### src/rtl/dhcen_gate_ctrl_if.sv
// Request/grant and clock-gate status bundle between requesters and dhcen_gate_ctrl.
// The master drives requests; the slave (the controller) drives grants and gate status.
interface dhcen_gate_ctrl_if #(
   parameter int unsigned N_REQ = 2
);
   logic [N_REQ-1:0] req;
   logic             force_on;
   logic [N_REQ-1:0] ack;
   logic             dhcen_ce;
   logic             clk_active;
   logic             busy;

   modport master (
      output req, force_on,
      input  ack, dhcen_ce, clk_active, busy
   );

   modport slave (
      input  req, force_on,
      output ack, dhcen_ce, clk_active, busy
   );
endinterface

### src/rtl/dhcen_gate_ctrl.sv
// DHCEN clock-gate sequencer: OFF -> WAKE -> ON -> DRAIN -> OFF, all outputs registered.
// Optional DHCEN_GATE_STATS_EN adds gate_off_count and on_cycles statistics outputs.
module dhcen_gate_ctrl #(
   parameter int unsigned N_REQ         = 2,
   parameter int unsigned WAKE_CYCLES   = 4,
   parameter int unsigned IDLE_CYCLES   = 8,
   parameter int unsigned GUARD_CYCLES  = 2,
   parameter bit          CE_ACTIVE_LOW = 1'b1
) (
   input  logic               clk,
   input  logic               reset_n,
   dhcen_gate_ctrl_if.slave   bus
`ifdef DHCEN_GATE_STATS_EN
   ,
   output logic [15:0]        gate_off_count,
   output logic [31:0]        on_cycles
`endif
);

   localparam int unsigned MaxWI  = (WAKE_CYCLES > IDLE_CYCLES) ? WAKE_CYCLES : IDLE_CYCLES;
   localparam int unsigned MaxCyc = (MaxWI > GUARD_CYCLES) ? MaxWI : GUARD_CYCLES;
   localparam int unsigned CntW   = $clog2(MaxCyc + 1);

   localparam logic [CntW-1:0] WakeLast  = CntW'(WAKE_CYCLES - 1);
   localparam logic [CntW-1:0] IdleLast  = CntW'(IDLE_CYCLES - 1);
   localparam logic [CntW-1:0] GuardLast = CntW'(GUARD_CYCLES - 1);

   localparam logic CeOff = CE_ACTIVE_LOW;
   localparam logic CeOn  = ~CE_ACTIVE_LOW;

   typedef enum logic [1:0] {
      StOff,
      StWake,
      StOn,
      StDrain
   } state_e;

   state_e           state_q, state_d;
   logic [CntW-1:0]  cnt_q, cnt_d;
   logic [N_REQ-1:0] ack_q, ack_d;
   logic             ce_q, ce_d;
   logic             clk_active_q, clk_active_d;
   logic             busy_q, busy_d;
   logic             any_req;

   assign any_req = (|bus.req) | bus.force_on;

   // One counter serves wake, idle and guard timing; it is cleared on every state entry and
   // only advances while below its phase limit, so it never wraps.
   always_comb begin
      state_d = state_q;
      cnt_d   = cnt_q;
      unique case (state_q)
         StOff: begin
            if (any_req) begin
               state_d = StWake;
               cnt_d   = '0;
            end
         end
         StWake: begin
            if (cnt_q >= WakeLast) begin
               state_d = StOn;
               cnt_d   = '0;
            end else begin
               cnt_d = cnt_q + 1'b1;
            end
         end
         StOn: begin
            if (any_req) begin
               cnt_d = '0;
            end else if (cnt_q >= IdleLast) begin
               state_d = StDrain;
               cnt_d   = '0;
            end else begin
               cnt_d = cnt_q + 1'b1;
            end
         end
         StDrain: begin
            // Clock is still running, so a new request resumes ON without a wake delay.
            if (any_req) begin
               state_d = StOn;
               cnt_d   = '0;
            end else if (cnt_q >= GuardLast) begin
               state_d = StOff;
               cnt_d   = '0;
            end else begin
               cnt_d = cnt_q + 1'b1;
            end
         end
         default: begin
            state_d = StOff;
            cnt_d   = '0;
         end
      endcase
   end

   always_comb begin
      ack_d        = (state_d == StOn) ? bus.req : '0;
      ce_d         = (state_d == StOff) ? CeOff : CeOn;
      clk_active_d = (state_d != StOff);
      busy_d       = (state_d == StWake) || (state_d == StDrain);
   end

   always_ff @(posedge clk or negedge reset_n) begin
      if (!reset_n) begin
         state_q      <= StOff;
         cnt_q        <= '0;
         ack_q        <= '0;
         ce_q         <= CeOff;
         clk_active_q <= 1'b0;
         busy_q       <= 1'b0;
      end else begin
         state_q      <= state_d;
         cnt_q        <= cnt_d;
         ack_q        <= ack_d;
         ce_q         <= ce_d;
         clk_active_q <= clk_active_d;
         busy_q       <= busy_d;
      end
   end

   assign bus.ack        = ack_q;
   assign bus.dhcen_ce   = ce_q;
   assign bus.clk_active = clk_active_q;
   assign bus.busy       = busy_q;

`ifdef DHCEN_GATE_STATS_EN
   logic [15:0] gate_off_count_q, gate_off_count_d;
   logic [31:0] on_cycles_q, on_cycles_d;

   always_comb begin
      gate_off_count_d = gate_off_count_q;
      if ((state_q == StDrain) && (state_d == StOff) && (gate_off_count_q != 16'hFFFF)) begin
         gate_off_count_d = gate_off_count_q + 16'd1;
      end
      on_cycles_d = clk_active_q ? (on_cycles_q + 32'd1) : on_cycles_q;
   end

   always_ff @(posedge clk or negedge reset_n) begin
      if (!reset_n) begin
         gate_off_count_q <= '0;
         on_cycles_q      <= '0;
      end else begin
         gate_off_count_q <= gate_off_count_d;
         on_cycles_q      <= on_cycles_d;
      end
   end

   assign gate_off_count = gate_off_count_q;
   assign on_cycles      = on_cycles_q;
`endif

endmodule

### src/flat_wrapper.sv
// flat-port wrapper written by rule: the top's interface ports become plain ports
module dhcen_gate_ctrl_flat 
#(
   parameter int unsigned N_REQ         = 2,
   parameter int unsigned WAKE_CYCLES   = 4,
   parameter int unsigned IDLE_CYCLES   = 8,
   parameter int unsigned GUARD_CYCLES  = 2,
   parameter bit          CE_ACTIVE_LOW = 1'b1
)
  (clk, reset_n, bus_req, bus_force_on, bus_ack, bus_dhcen_ce, bus_clk_active, bus_busy);
  dhcen_gate_ctrl_if #(.N_REQ(N_REQ)) bus_i ();
  input  logic clk;
  input  logic reset_n;
  input wire logic [$bits(bus_i.req)-1:0] bus_req;
  input wire logic [$bits(bus_i.force_on)-1:0] bus_force_on;
  output wire logic [$bits(bus_i.ack)-1:0] bus_ack;
  output wire logic [$bits(bus_i.dhcen_ce)-1:0] bus_dhcen_ce;
  output wire logic [$bits(bus_i.clk_active)-1:0] bus_clk_active;
  output wire logic [$bits(bus_i.busy)-1:0] bus_busy;
  assign bus_i.req = bus_req;
  assign bus_i.force_on = bus_force_on;
  assign bus_ack = bus_i.ack;
  assign bus_dhcen_ce = bus_i.dhcen_ce;
  assign bus_clk_active = bus_i.clk_active;
  assign bus_busy = bus_i.busy;
  dhcen_gate_ctrl #(.N_REQ(N_REQ), .WAKE_CYCLES(WAKE_CYCLES), .IDLE_CYCLES(IDLE_CYCLES), .GUARD_CYCLES(GUARD_CYCLES), .CE_ACTIVE_LOW(CE_ACTIVE_LOW)) u_core (.clk(clk), .reset_n(reset_n), .bus(bus_i));
endmodule
### config.mk
export PLATFORM = sky130hd
export DESIGN_NAME = dhcen_gate_ctrl_flat
export DESIGN_NICKNAME = d
export VERILOG_FILES = /design/src/rtl/dhcen_gate_ctrl_if.sv /design/src/rtl/dhcen_gate_ctrl.sv /design/src/flat_wrapper.sv
export SDC_FILE = /design/constraint.sdc
export NUM_CORES = 1
export LEC_CHECK = 0
export ABC_AREA = 1
export BUFFER_PORTS_ARGS = -buffer_cell sky130_fd_sc_hd__buf_2
export CELL_PAD_IN_SITES_DETAIL_PLACEMENT = 0
export CELL_PAD_IN_SITES_GLOBAL_PLACEMENT = 1
export CORE_UTILIZATION = 40
export CTS_CLUSTER_SIZE = 20
export DETAILED_ROUTE_END_ITERATION = 7
export GPL_ROUTABILITY_DRIVEN = 1
export PLACE_DENSITY = 0.76
export SLEW_MARGIN = 10
export SYNTH_ARGS = -nofsm -noshare
export SYNTH_HDL_FRONTEND = slang
export SYNTH_SLANG_ARGS = --single-unit
### constraint.sdc
create_clock -name clk -period 3.8 [get_ports clk]
set_clock_uncertainty 0.1 [all_clocks]
set_input_delay 0.57 -clock clk [delete_from_list [all_inputs] [get_ports clk]]
set_output_delay 0.57 -clock clk [all_outputs]
set_load 0.05 [all_outputs]
# After elaboration in Yosys (flattened, before gate mapping)

Index checks and enable logic that the tools add are counted.

Register bits after elaboration: 11
Bits in latches: 0
Bits in writable memories: 0
Bits in read-only memories: 0
Input bits: 5
Output and inout port bits: 5
Word-level logic and storage cells: 39
Memories kept: 0

$add $sub $neg: 1
Multiply operators: 0
Div/mod/pow operators: 0
$lt $le $gt $ge: 3
Equality and inequality tests: 7
Shift operators: 0
Muxes and demuxes: 16
Bitwise logic cells: 1
Reduce and logical (&&, ||, !) cells: 5

Operators with widths:

| kind                                                                                | count |
|---|---|
| 4-bit 2-to-1 mux                                                                    | 6 |
| 4-bit one-hot mux with 4 select lines                                               | 1 |
| 2-bit 2-to-1 mux                                                                    | 7 |
| 2-bit equality test, second input constant                                          | 4 |
| 2-bit one-hot mux with 4 select lines                                               | 1 |
| 4-bit by 1-bit adder with 4-bit output, second input constant                       | 1 |
| 2-bit by 1-bit equality test with 1-bit output, second input constant               | 2 |
| 4-bit by 1-bit greater-or-equal comparator with 1-bit output, second input constant | 1 |
| 4-bit by 2-bit greater-or-equal comparator with 1-bit output, second input constant | 1 |
| 4-bit by 3-bit greater-or-equal comparator with 1-bit output, second input constant | 1 |
| 2-bit zero test                                                                     | 2 |
| 2-bit by 1-bit != test with 1-bit output, second input constant                     | 1 |
| 2-bit nonzero test                                                                  | 1 |
| 2-bit OR reduction                                                                  | 1 |
| 1-bit logical OR                                                                    | 1 |
| 1-bit 2-to-1 mux                                                                    | 1 |
| 1-bit OR                                                                            | 1 |

# Logic depth before layout (Yosys ltp)

Gate-level depths: netlist (run 1).

Word-level depth: 6
Gate-level depth with buffers: 10
Depth with buffers taken out: 10

# Worst setup path before layout (run 1)

No wires, ideal clock.

Kind: register -> register
From: register u_core.bus.busy (netlist name)
To: register u_core.ack_q[0], in the netlist u_core.bus.ack[0]
Setup time: 0.114 ns
Arrival: 1.231 ns
Slack: 2.355 ns
Stages on the path, launching flop included: 8
Path buffers: 0
Period minus slack after synthesis: 1.445 ns
Cells stage by stage: dfrtp_1 > nand2_1 > nor2_2 > nand2_1 > nand3_1 > nand2_2 > nand2_2 > nor2_1

RTL lines:

| item                 | RTL line               | text |
|---|---|---|
| to (signal assigned) | dhcen_gate_ctrl.sv:115 | `ack_q <= ack_d;` |
| to (decl)            | dhcen_gate_ctrl.sv:40  | `logic [N_REQ-1:0] ack_q, ack_d;` |

# Final worst setup path (run 1)

From: register u_core.ce_q, in the netlist u_core.bus.dhcen_ce
To: output port bus_dhcen_ce

RTL lines:

| item                   | RTL line               | text |
|---|---|---|
| from (decl)            | dhcen_gate_ctrl.sv:41  | `logic ce_q, ce_d;` |
| from (signal assigned) | dhcen_gate_ctrl.sv:109 | `ce_q <= CeOff;` |
| to (decl)              | flat_wrapper.sv:17     | `output wire logic [$bits(bus_i.dhcen_ce)-1:0] bus_dhcen_ce;` |

No word-level cell between the ends.

==> summary by stage, run 1 <==
Run status
The flow ran to the end, and the final reports show no timing, DRC or antenna violations.

Timing
Setup repair after global routing left no endpoint under its margin. Subtracting the final worst setup slack from the clock period gives 1710 ps. After layout, the worst setup slack is 2090 ps.

In the final timing run, aggregate negative setup slack is 0 ps. The count of endpoints failing setup in the final report is 0. The slew of the pin with the lowest slew margin is between 200 and 300 ps. The final period utilization is 45.0%. The hold violation count in the final report is 0.

The worst slew slack as a fraction of its limit is 82.1%. The count of final max-slew check failures was 0. The worst-case hold slack is 46.1 ps. Based on the critical path, the design can be clocked at up to 0.585 GHz.

Clock network
The quantity of gates resized following cts is 0. The longest clock path from root to sink contains 2 buffers. The TritonCTS clock tree is built. The number of levels the H-tree was split into is 1. The clock drives 10 sinks.

The clock transition at the registers of the reported paths is around 70 ps. The number of hold buffers added after CTS was 0. The clock tree root buffer cell is sky130_fd_sc_hd__clkbuf_4. The post-CTS setup repair buffer count is 0. The clock buffer count from CTS is 3. The later pin in the worst-skew pair is clocked with a latency of 270 ps.

Yosys
Summed over its instances, the top area cell type makes up 38.4% of the synthesized netlist area. The number of synthesized flops with an enable pin is 0. Yosys instantiated no cell more often than sky130_fd_sc_hd__inv_1. The cell count after synthesis is a little under 80. Ranked by total cell area, the synthesized netlist is headed by sky130_fd_sc_hd__dfrtp_1 38%, sky130_fd_sc_hd__inv_1 11%, sky130_fd_sc_hd__nand2_1 9.0%, sky130_fd_sc_hd__nand4_1 7.5%, sky130_fd_sc_hd__ha_1 6.4%. Among all flip-flop cells after synthesis, the most frequent one is sky130_fd_sc_hd__dfrtp_1. After synthesis, flip-flops and latches occupy 42.9% of the total area.

The proportion of register bits with asynchronous set or reset after synthesis is 100%. By count the netlist is led by 17 x sky130_fd_sc_hd__inv_1, 14 x sky130_fd_sc_hd__nand2_1, 9 x sky130_fd_sc_hd__dfrtp_1. The number of flip-flops and latches in the synthesized netlist is 10. The net count after synthesis is 86. A synthesized cell averages 7.52 um^2. During synthesis, Yosys emitted a total of 0 warnings. The mapped netlist covers 587 um^2. The number of different library cells in the post-synthesis netlist is 16. sky130_fd_sc_hd__dfrtp_1 takes more of the synthesized area than any other cell.

Place
The minimum setup slack after placement is 2200 ps. The final RePlAce weighted congestion is 0.817. Input and output buffers added on the ports amount to 9.

The wire-length estimate of the detail-placed layout is 917 um. Including well taps, the total number of placed cells is 102.

Critical path
The endpoint of the most critical register-to-register path is u_core.bus.ack[1]. The worst path arrival time is 1040 ps. The startpoint identified for the worst register-to-register timing path is u_core.cnt_q[0].

The slack of the worst reg-to-reg path is 2270 ps. On the worst path, the slowest cell contributes a delay of 520 ps. The most critical setup path has its startpoint at u_core.bus.dhcen_ce. The dominant delay contributor by cell family on the critical path is flip-flops.

The worst register-to-register path has a depth of 9. The capturing element type of the critical path is an output port. Of all nets on the critical path, the largest fanout is 1. STA classifies the critical path startpoint as a register.

Counting both buffers and inverters, the worst setup path holds a total of 1. The signal on the critical path passes through buf_2. The critical path required time is 3130 ps. The kind of critical path is register to output port. The slowest stage of the critical path belongs to the cell sky130_fd_sc_hd__dfstp_2.

GRT
The total global routing overflow is 0. The first global-routing pass estimated 1840 um of wire. The via count of the first global-routing pass came to 437. Global routing consumed, over all layers together, between 10% and 20% of the routing resources. The number of antenna violations at the first check in global routing came to 0. The pin count of the biggest net entering global routing is 11.

Route
The count of routing violations after the opening detailed-route iteration is 16. The detailed router placed 518 vias in this run. The per-cell routed wire length is 10.5 um.

The routed design has approximately 1100 um of wire. Using the TritonRoute via totals, the vias-per-cell ratio works out to a little under 5. For this run, design rule violations remaining after detail routing come to 0. The number of detailed-route iterations in the first pass is 4. The number of nets with antenna violations after detailed routing is 0.

Layout
The final layout contains 100 nets. In the final layout, the share of cells above drive strength 1 is roughly a quarter. 0 antenna diodes ended up in the layout. The filler cells instantiated in the layout total 140. The relative area change from synthesis to final layout is 17.1%. The final standard cell utilization of the core is 51.5%. After the flow finishes, the layout carries non-filler instances totaling 106.

Pwr
The cell area power density is 328 mW/mm^2. The fraction of power spent switching nets is 23.9%. Across the VDD grid, the largest voltage drop is about 0.18 mV. The portion of total power attributed to the clock network is 43.5%. Internal power comes to 0.000172 W. The sequential share of power is 48.4%.

The analysis attributes to cell leakage a power of ~0.4 nW. The fraction of power consumed by combinational cells is 8.1%. The net switching power is roughly 0.000054 W.

Floorplan
For this design the top-level I/O count stands at 10. The area inside the core boundary is 0.00133 mm^2. The width of the chip is ~40 um. Once the floorplan was initialized, standard cells occupied 44.0% of the core.

The total die area is between 0.0015 and 0.002 mm^2. The number of placement rows is 13. Measured along the y axis, the die boundary spans approximately 40 um.

Flow run
Across the run, the number of max-cap violations was 0.

Hold path
The worst hold path belongs to the class input port to async pin.
-- cells in the final DEF (no fill, tap or decap) --
master	instances
sky130_fd_sc_hd__a21oi_2	1
sky130_fd_sc_hd__buf_2	9
sky130_fd_sc_hd__clkbuf_4	3
sky130_fd_sc_hd__clkbuf_8	1
sky130_fd_sc_hd__clkinv_2	1
sky130_fd_sc_hd__dfrtp_1	9
sky130_fd_sc_hd__dfstp_2	1
sky130_fd_sc_hd__ha_1	3
sky130_fd_sc_hd__inv_1	17
sky130_fd_sc_hd__inv_2	1
sky130_fd_sc_hd__nand2_1	14
sky130_fd_sc_hd__nand2_2	4
sky130_fd_sc_hd__nand3_1	5
sky130_fd_sc_hd__nand4_1	7
sky130_fd_sc_hd__nor2_1	8
sky130_fd_sc_hd__nor2_2	3
sky130_fd_sc_hd__nor4_1	1
sky130_fd_sc_hd__o21ai_0	2
sky130_fd_sc_hd__o21ai_1	1
-- metrics by stage --
stage	total power, W	cell area (um^2)
after floorplan	0.000123	587
after global placement	0.000130	651
after detailed placement	0.000130	651
after CTS	0.000226	687
after global routing	0.000236	687
final	0.000226	687
-- worst max-delay path by stage --
stage	endpoint	slack, ps	depth (start not counted)
2_1_floorplan	u_core.bus.ack[0]	2360	7
3_3_place_gp	u_core.bus.ack[0]	2180	9
3_5_place_dp	u_core.bus.ack[1]	2200	9
4_1_cts	bus_dhcen_ce	2080	1
5_1_grt	bus_dhcen_ce	2050	1
6_report	bus_dhcen_ce	2090	1
-- power by group through the flow --
stage	Sequential (W)	Combinational [W]	Clock (W)
global placement	0.000111	0.0000186	0
detailed placement	0.000111	0.0000187	0
CTS	0.000109	0.0000187	0.0000985
floorplan	0.000115	0.00000733	0
global route	0.000109	0.0000208	0.000106
finish	0.000109	0.0000183	0.0000982
-- layer usage --
| layer | wire (um) | part of all wire (%) | track usage, % |
|---|---|---|---|
| met4 | 14 | 1.3 | 10.0 |
| met5 | 0 | 0 | 0 |
| met1 | 548 | 49 | 24.3 |
| met3 | 57 | 5.1 | 6.67 |
| met2 | 497 | 44 | 25.0 |
-- cells by family after synthesis --
family / share of synthesized area (%)
and+or+nand+nor: 34.3
adders and majority gates: 6.40
DFF: 42.9
buffers and inverters: 12.4
AOI/OAI and AO/OA: 4.05
-- registers in the layout, summed over array words and instances (netlist names) --
register,cells
u_core.cnt_q,4
u_core.bus.ack,2
u_core.bus.busy,1
u_core.bus.clk_active,1
u_core.bus.dhcen_ce,1
u_core.state_q,1
-- final cells by class --
type | instances | area, um^2 | area share (%)
clock buffers | 4 | 36.3 | 5.28
inverters | 19 | 72.6 | 10.6
multi-input cells | 49 | 263 | 38.3
flip-flops and latches | 10 | 251 | 36.6
well taps | 15 | 18.8 | 2.73
repair buffers | 9 | 45.0 | 6.56
(Power assumes the default switching activity.)
==> run 2: changes to the inputs <==
CORE_UTILIZATION = 37   (was 40)
PLACE_DENSITY = 0.71   (was 0.76)
clock period = 1.79 ns   (was 3.8 ns; I/O delays follow)
==> run 2 against run 1 <==
Effect of this change:
- critical path type is now register to register
- first-iteration DRC count decreased by 63%
- sequential power increased by 110%
- register-to-register slack got worse by 2000 ps
- die area increased by 7.7%
- critical endpoint is now u_core.bus.ack[1]
==> summary by stage, run 2 (same netlist as run 1, synthesis figures left out) <==
Run status
The flow ran to the end, and the final reports show no timing, DRC or antenna violations.

Timing
The slew of the pin with the lowest slew margin is 265 ps. Counting I/O delays and the setup requirement, the final critical path takes 1520 ps. The worst pin sits at a relative slew slack of 82.3%. Static timing analysis puts the maximum clock frequency at 0.657 GHz. For the final routed database, the setup TNS stands at 0 ps. Setup repair after global routing left no endpoint under its margin. Setup violations remaining at the end of the flow were counted as 0. After layout, the worst path uses 85.1% of the clock period.

The hold violation count in the final report is 0. The count of final max-slew check failures was 0.

Critical path
In this run the worst path has a maximum fanout of 5. The capturing element type of the critical path is a register. The cell with the biggest individual delay on the critical path is sky130_fd_sc_hd__dfrtp_1.

The largest single stage delay on the critical path is 430 ps. At the worst endpoint, the arrival time is 1590 ps. The critical path is of the register to register type. For the worst setup path, the data required time is roughly 1900 ps. The critical path startpoint category is a register. The critical path goes through inv_1, ha_1, nand2_1, nor2_2, nand2_1, nand3_1, nand2_2, nand2_2, nor2_1.

Pwr
IR analysis of the VDD net gives a maximum drop of 0.377 mV. In this run the power density over the cells is 640 mW/mm^2. In this run the static leakage power is 0.395 nW. The total power of the final layout is approximately 0.00044 W.

Route
Before antenna repair, the detailed router went through 3 iterations. The aggregate routed wire length is 1140 um. The number of nets with antenna violations after detailed routing is 0. The routed via count divided by cell count is 4.69.

The first routing iteration left 6 violations. In the final routed layout, each cell accounts on average for 10.6 um. The detailed-route via count is 507. The count of unresolved DRC violations after routing is 0.

Flow run
The tool flagged a number of max-cap violations equal to 0.

Place
The final RePlAce weighted congestion is 0.827. The placed wire-length estimate after detailed placement is 945 um. The count of buffers added on input and output ports is 9.

Floorplan
The height of the die is 41.8 um. The initial core utilization is 39.4%. The number of placement rows is 14.

From left edge to right edge, the die measures 41.8 um. The floorplan step defined a die boundary enclosing between 0.0015 and 0.002 mm^2. For this design the top-level I/O count stands at 10. The total area inside the core boundary comes to 0.00149 mm^2.

Clock network
The total number of clock tree sinks is 10. TritonCTS built the clock tree. The quantity of gates resized following cts is 0. The clock tree root buffer cell is sky130_fd_sc_hd__clkbuf_4. The maximum clock insertion buffer count is 2. CTS built an H-tree with a depth of 1. The clock transition at the registers of the reported paths is 70 ps. The later pin in the worst-skew pair is clocked with a latency of 270 ps.

The clock buffer count from CTS is 3.

Layout
For this run, the post-layout net count is 101. The register containing the most flip-flops in the final layout is u_core.cnt_q. The number of fillers in the final layout is 154.

The leading cell type in the layout, fill and taps excluded is sky130_fd_sc_hd__inv_1. 0 antenna diodes ended up in the layout. The library cells used most frequently in the layout, excluding fill and tap cells, are 17 x sky130_fd_sc_hd__inv_1, 14 x sky130_fd_sc_hd__nand2_1, 9 x sky130_fd_sc_hd__buf_2, 9 x sky130_fd_sc_hd__dfrtp_1, 8 x sky130_fd_sc_hd__nor2_1.

The relative area change from synthesis to final layout is 17.3%. The flip-flop count of the largest register, all copies and words added is 4. In the final layout, the share of cells above drive strength 1 is 25.0%.

GRT
The first-pass GRT wire length is between 2000 and 2500 um. The via count of the first global-routing pass is just under 500. The number of antenna violations at the first check in global routing is 0. The aggregate global-route resource usage is around 16%. Entering global routing, the biggest net connects 11 pins. Global routing finished with a remaining overflow of 0.

Hold path
The type of the tightest min-delay check is input port to register.
run 2: path summary, 6_finish.rpt:
kind	from	endpoint	slack [ps]	cells past startpoint
max	u_core.cnt_q[0]	u_core.bus.ack[1]	270	9
min	bus_req[1]	u_core.bus.ack[1]	120	3
max reg2reg	u_core.cnt_q[0]	u_core.bus.ack[1]	270	9
min reg2reg	u_core.cnt_q[1]	u_core.cnt_q[1]	490	2
max in group asynchronous	reset_n	u_core.bus.dhcen_ce	1050	2
min in group asynchronous	reset_n	u_core.cnt_q[1]	280	2
run 2: worst max-delay path, delay by kind of cell (launching register included):
kind / cells / cell delay (ps)
adders and majority gates: 1 / 170
DFF: 1 / 430
and+or+nand+nor: 7 / 590
buffers and inverters: 1 / 140
run 2: timing repair:
action	in CTS	in global routing
hold buffers	1	0
hold endpoints to repair	9	0
buffers inserted	0	0
setup endpoints to repair	0	0
run 2: area by class of cell:
type	count	area, um^2	share of cell area [%]
Multi-Input combinational cell	49	263	38.2
Clock buffer	4	26.3	3.82
Inverter	19	72.6	10.5
Sequential cell	10	251	36.5
Timing Repair Buffer	10	55.1	8.00
Tap cell	16	20.0	2.91
run 2: per-stage QoR:
step | hold WS (ps) | util [%] | instances | area, um^2 | setup slack (ps)
floorplan | -127 | - | 78 | 587 | 345
global placement | 43.2 | 43.8 | 103 | 652 | 301
detailed placement | 46.3 | 43.8 | 103 | 652 | 289
CTS | 121 | 46.2 | 108 | 688 | 255
global route | 117 | 46.2 | 108 | 688 | 136
finish | 122 | 46.2 | 108 | 688 | 268
run 2: report_power, final:
part / switching, W / internal (W)
Clock: 0.0000817 / 0.0000863
Combinational: 0.0000283 / 0.0000126
Sequential: 0.00000200 / 0.000230
Total: 0.000112 / 0.000328
run 2: metal layers:
| metal | routed length, um | global-route usage [%] | vias up | part of all wire, % |
|---|---|---|---|---|
| met3 | 36 | 4.35 | 2 | 3.1 |
| li1 | - | - | 270 | - |
| met5 | 0 | 0 | - | 0 |
| met1 | 578 | 21.4 | 227 | 51 |
| met4 | 21 | 9.68 | 0 | 1.8 |
| met2 | 507 | 23.1 | 8 | 44 |
==> run 3: changes to the inputs <==
CORE_UTILIZATION = 35   (was 37)
PLACE_DENSITY = 0.68   (was 0.71)
==> run 3 against run 2 <==
Effect of this change:
- combinational power barely moved
- worst setup slack got worse by 19 ps
- largest power group unchanged
- sequential power barely moved
- critical path type unchanged
- via count rose by 0.59%
==> summary by stage, run 3 (same netlist as run 1, synthesis figures left out) <==
Place
The placed wire-length estimate after detailed placement is 940 um. The number of buffers added on ports is 9. Timing analysis after detailed placement gives a worst setup slack of 266 ps. The final RePlAce weighted congestion is 0.731.

Route
The count of unresolved DRC violations after routing is 0. For this block, the initial DRC count from the detailed router was 6. The number of detailed-route iterations in the first pass is 4. The top layer reached by signal wires is met4. The routed length on met3 is 30 um. The routed via count divided by cell count is 4.72. Detailed routing inserted a total of 510 vias. Wires add up to 1150 um. After detailed routing, the met2 layer carries about 540 um of wire. In this run the remaining antenna-violating nets after routing total 0. Dividing the detail-routed wire length by the instance count gives about 11 um. The met1 layer wirelength in the final routing is 551 um.

Run status
The run finished with clean final reports.

Clock network
The post-CTS setup repair buffer count is 0. The TritonCTS clock tree is built. The maximum clock insertion buffer count is 2. The cell sitting at the root of the clock tree is a sky130_fd_sc_hd__clkbuf_4. The total number of clock tree sinks is 10. In this run the number of H-tree levels came out at 1. Clock-pin slew was measured on the worst setup and hold paths at 70 ps.

The clock buffer count from CTS is 3. At the later pin of the worst-skew pair, clock insertion delay measures 270 ps.

Timing
The final worst setup slack is 248 ps. The time the final worst path needs with I/O delays and setup is 1540 ps. The count of endpoints failing setup in the final report is 0. Setup total negative slack on the finished layout was measured at 0 ps.

At the pin with the least slew margin, the transition time is 302 ps. The count of final max-slew check failures came to 0. The final period utilization is approximately 86%.

In this run the tightest slew margin relative to its limit is 79.8%. Setup repair after global routing left no endpoint under its margin. The highest achievable clock rate is 0.649 GHz. The hold violation count in the final report is 0.

Pwr
The total power of the final layout is 0.000477 W. The maximum ir drop on the vdd rail is roughly 0.32 mV. In this run the static leakage power is 0.401 nW.

The cell area power density is 684 mW/mm^2.

Floorplan
The total die area is ~0.0018 mm^2. The height of the die is 42.9 um. In this run the horizontal extent of the chip is 42.9 um.

The initial core utilization is 38.1%. The number of placement rows is 14. Pin placement for this block handled 10 I/O pins. The area inside the core boundary is roughly 0.0015 mm^2.

Layout
In the layout the commonest cells are 17 x sky130_fd_sc_hd__inv_1, 14 x sky130_fd_sc_hd__nand2_1, 9 x sky130_fd_sc_hd__buf_2, 9 x sky130_fd_sc_hd__dfrtp_1, 8 x sky130_fd_sc_hd__nor2_1. Counting the fill cells in the layout gives 161. From synthesis to final layout, the design area changed by 19.0%.

0 antenna diodes ended up in the layout. The register containing the most flip-flops in the final layout is u_core.cnt_q. The number of nets at the end of the flow is 101. The register with the most flip-flops in the layout has 4 of them. Leaving out fill and tap cells, the most frequent cell in the layout is sky130_fd_sc_hd__inv_1. The share of cells above drive strength 1 is 26.1%.

Critical path
The kind of critical path is register to register. The capturing element type of the critical path is a register. Data on the critical path arrives at its endpoint at approximately 1600 ps. The critical path required time is 1850 ps. The top fanout value on the critical path is 5. STA classifies the critical path startpoint as a register.

Flow run
The count of maximum capacitance violations is 0.

Hold path
The type of the tightest min-delay check is input port to register.

GRT
The number of antenna violations at the first check in global routing came to 0. The total global routing overflow is 0. The pin count of the biggest net entering global routing is 11.

The first-pass GRT wire length is 2000 um. Global routing consumed, over all layers together, ~16% of the routing resources. The via count of the first global-routing pass was 499.
## run 3: changes by cell type in the layout (fill, tap and decap cells not counted)
cell | previous run | this run
sky130_fd_sc_hd__clkbuf_8 | 0 | 1
sky130_fd_sc_hd__clkbuf_1 | 1 | 0
## run 3: repair_timing
action                    4_1_cts  5_1_grt
hold endpoints to repair        9        0
resized for setup               0        0
hold buffers                    1        0
## run 3: through the flow
| stage | utilization (%) | hold slack (ps) | area, um^2 | std cells |
|---|---|---|---|---|
| 5_1_grt | 45.3 | 119 | 698 | 108 |
| 3_3_place_gp | 42.3 | 47.7 | 652 | 103 |
| 2_1_floorplan | - | -127 | 587 | 78 |
| 4_1_cts | 45.3 | 120 | 698 | 108 |
| 3_5_place_dp | 42.3 | 48.6 | 652 | 103 |
| 6_report | 45.3 | 129 | 698 | 108 |
## run 3: metal layers
metal,track usage (%),vias to the layer above
met2,24.5,9
li1,-,272
met1,18.2,225
met5,0,-
met4,10.9,0
met3,3.83,4
## run 3: final cells by class
class	count	area (um^2)	area share [%]
Multi-Input combinational cell	49	263	37.6
Sequential cell	10	251	36.0
Inverter	19	72.6	10.4
Clock buffer	4	36.3	5.20
Timing Repair Buffer	10	55.1	7.89
Tap cell	16	20.0	2.87
## run 3: worst paths after layout
path	startpoint	end	slack, ps	cells after the start
setup / recovery	u_core.cnt_q[0]	u_core.bus.ack[1]	250	9
hold / removal	bus_req[1]	u_core.bus.ack[1]	130	3
setup reg to reg	u_core.cnt_q[0]	u_core.bus.ack[1]	250	9
hold reg to reg	u_core.cnt_q[1]	u_core.cnt_q[1]	490	2
max in group asynchronous	reset_n	u_core.bus.dhcen_ce	1050	2
min in group asynchronous	reset_n	u_core.cnt_q[0]	280	2
## run 3: worst max-delay path, stage by stage, from the launching register on
cell and delay (ps):
sky130_fd_sc_hd__dfrtp_1 430, sky130_fd_sc_hd__inv_1 130, sky130_fd_sc_hd__ha_1 160, sky130_fd_sc_hd__nand2_1 80, sky130_fd_sc_hd__nor2_2 160, sky130_fd_sc_hd__nand2_1 90
sky130_fd_sc_hd__nand3_1 80, sky130_fd_sc_hd__nand2_2 80, sky130_fd_sc_hd__nand2_2 70, sky130_fd_sc_hd__nor2_1 40
## run 3: power by group
group	switching [W]	internal, W	total, W
registers	0.00000226	0.000230	0.000232
clock network	0.0000810	0.000123	0.000205
logic	0.0000283	0.0000126	0.0000409
total	0.000112	0.000366	0.000477
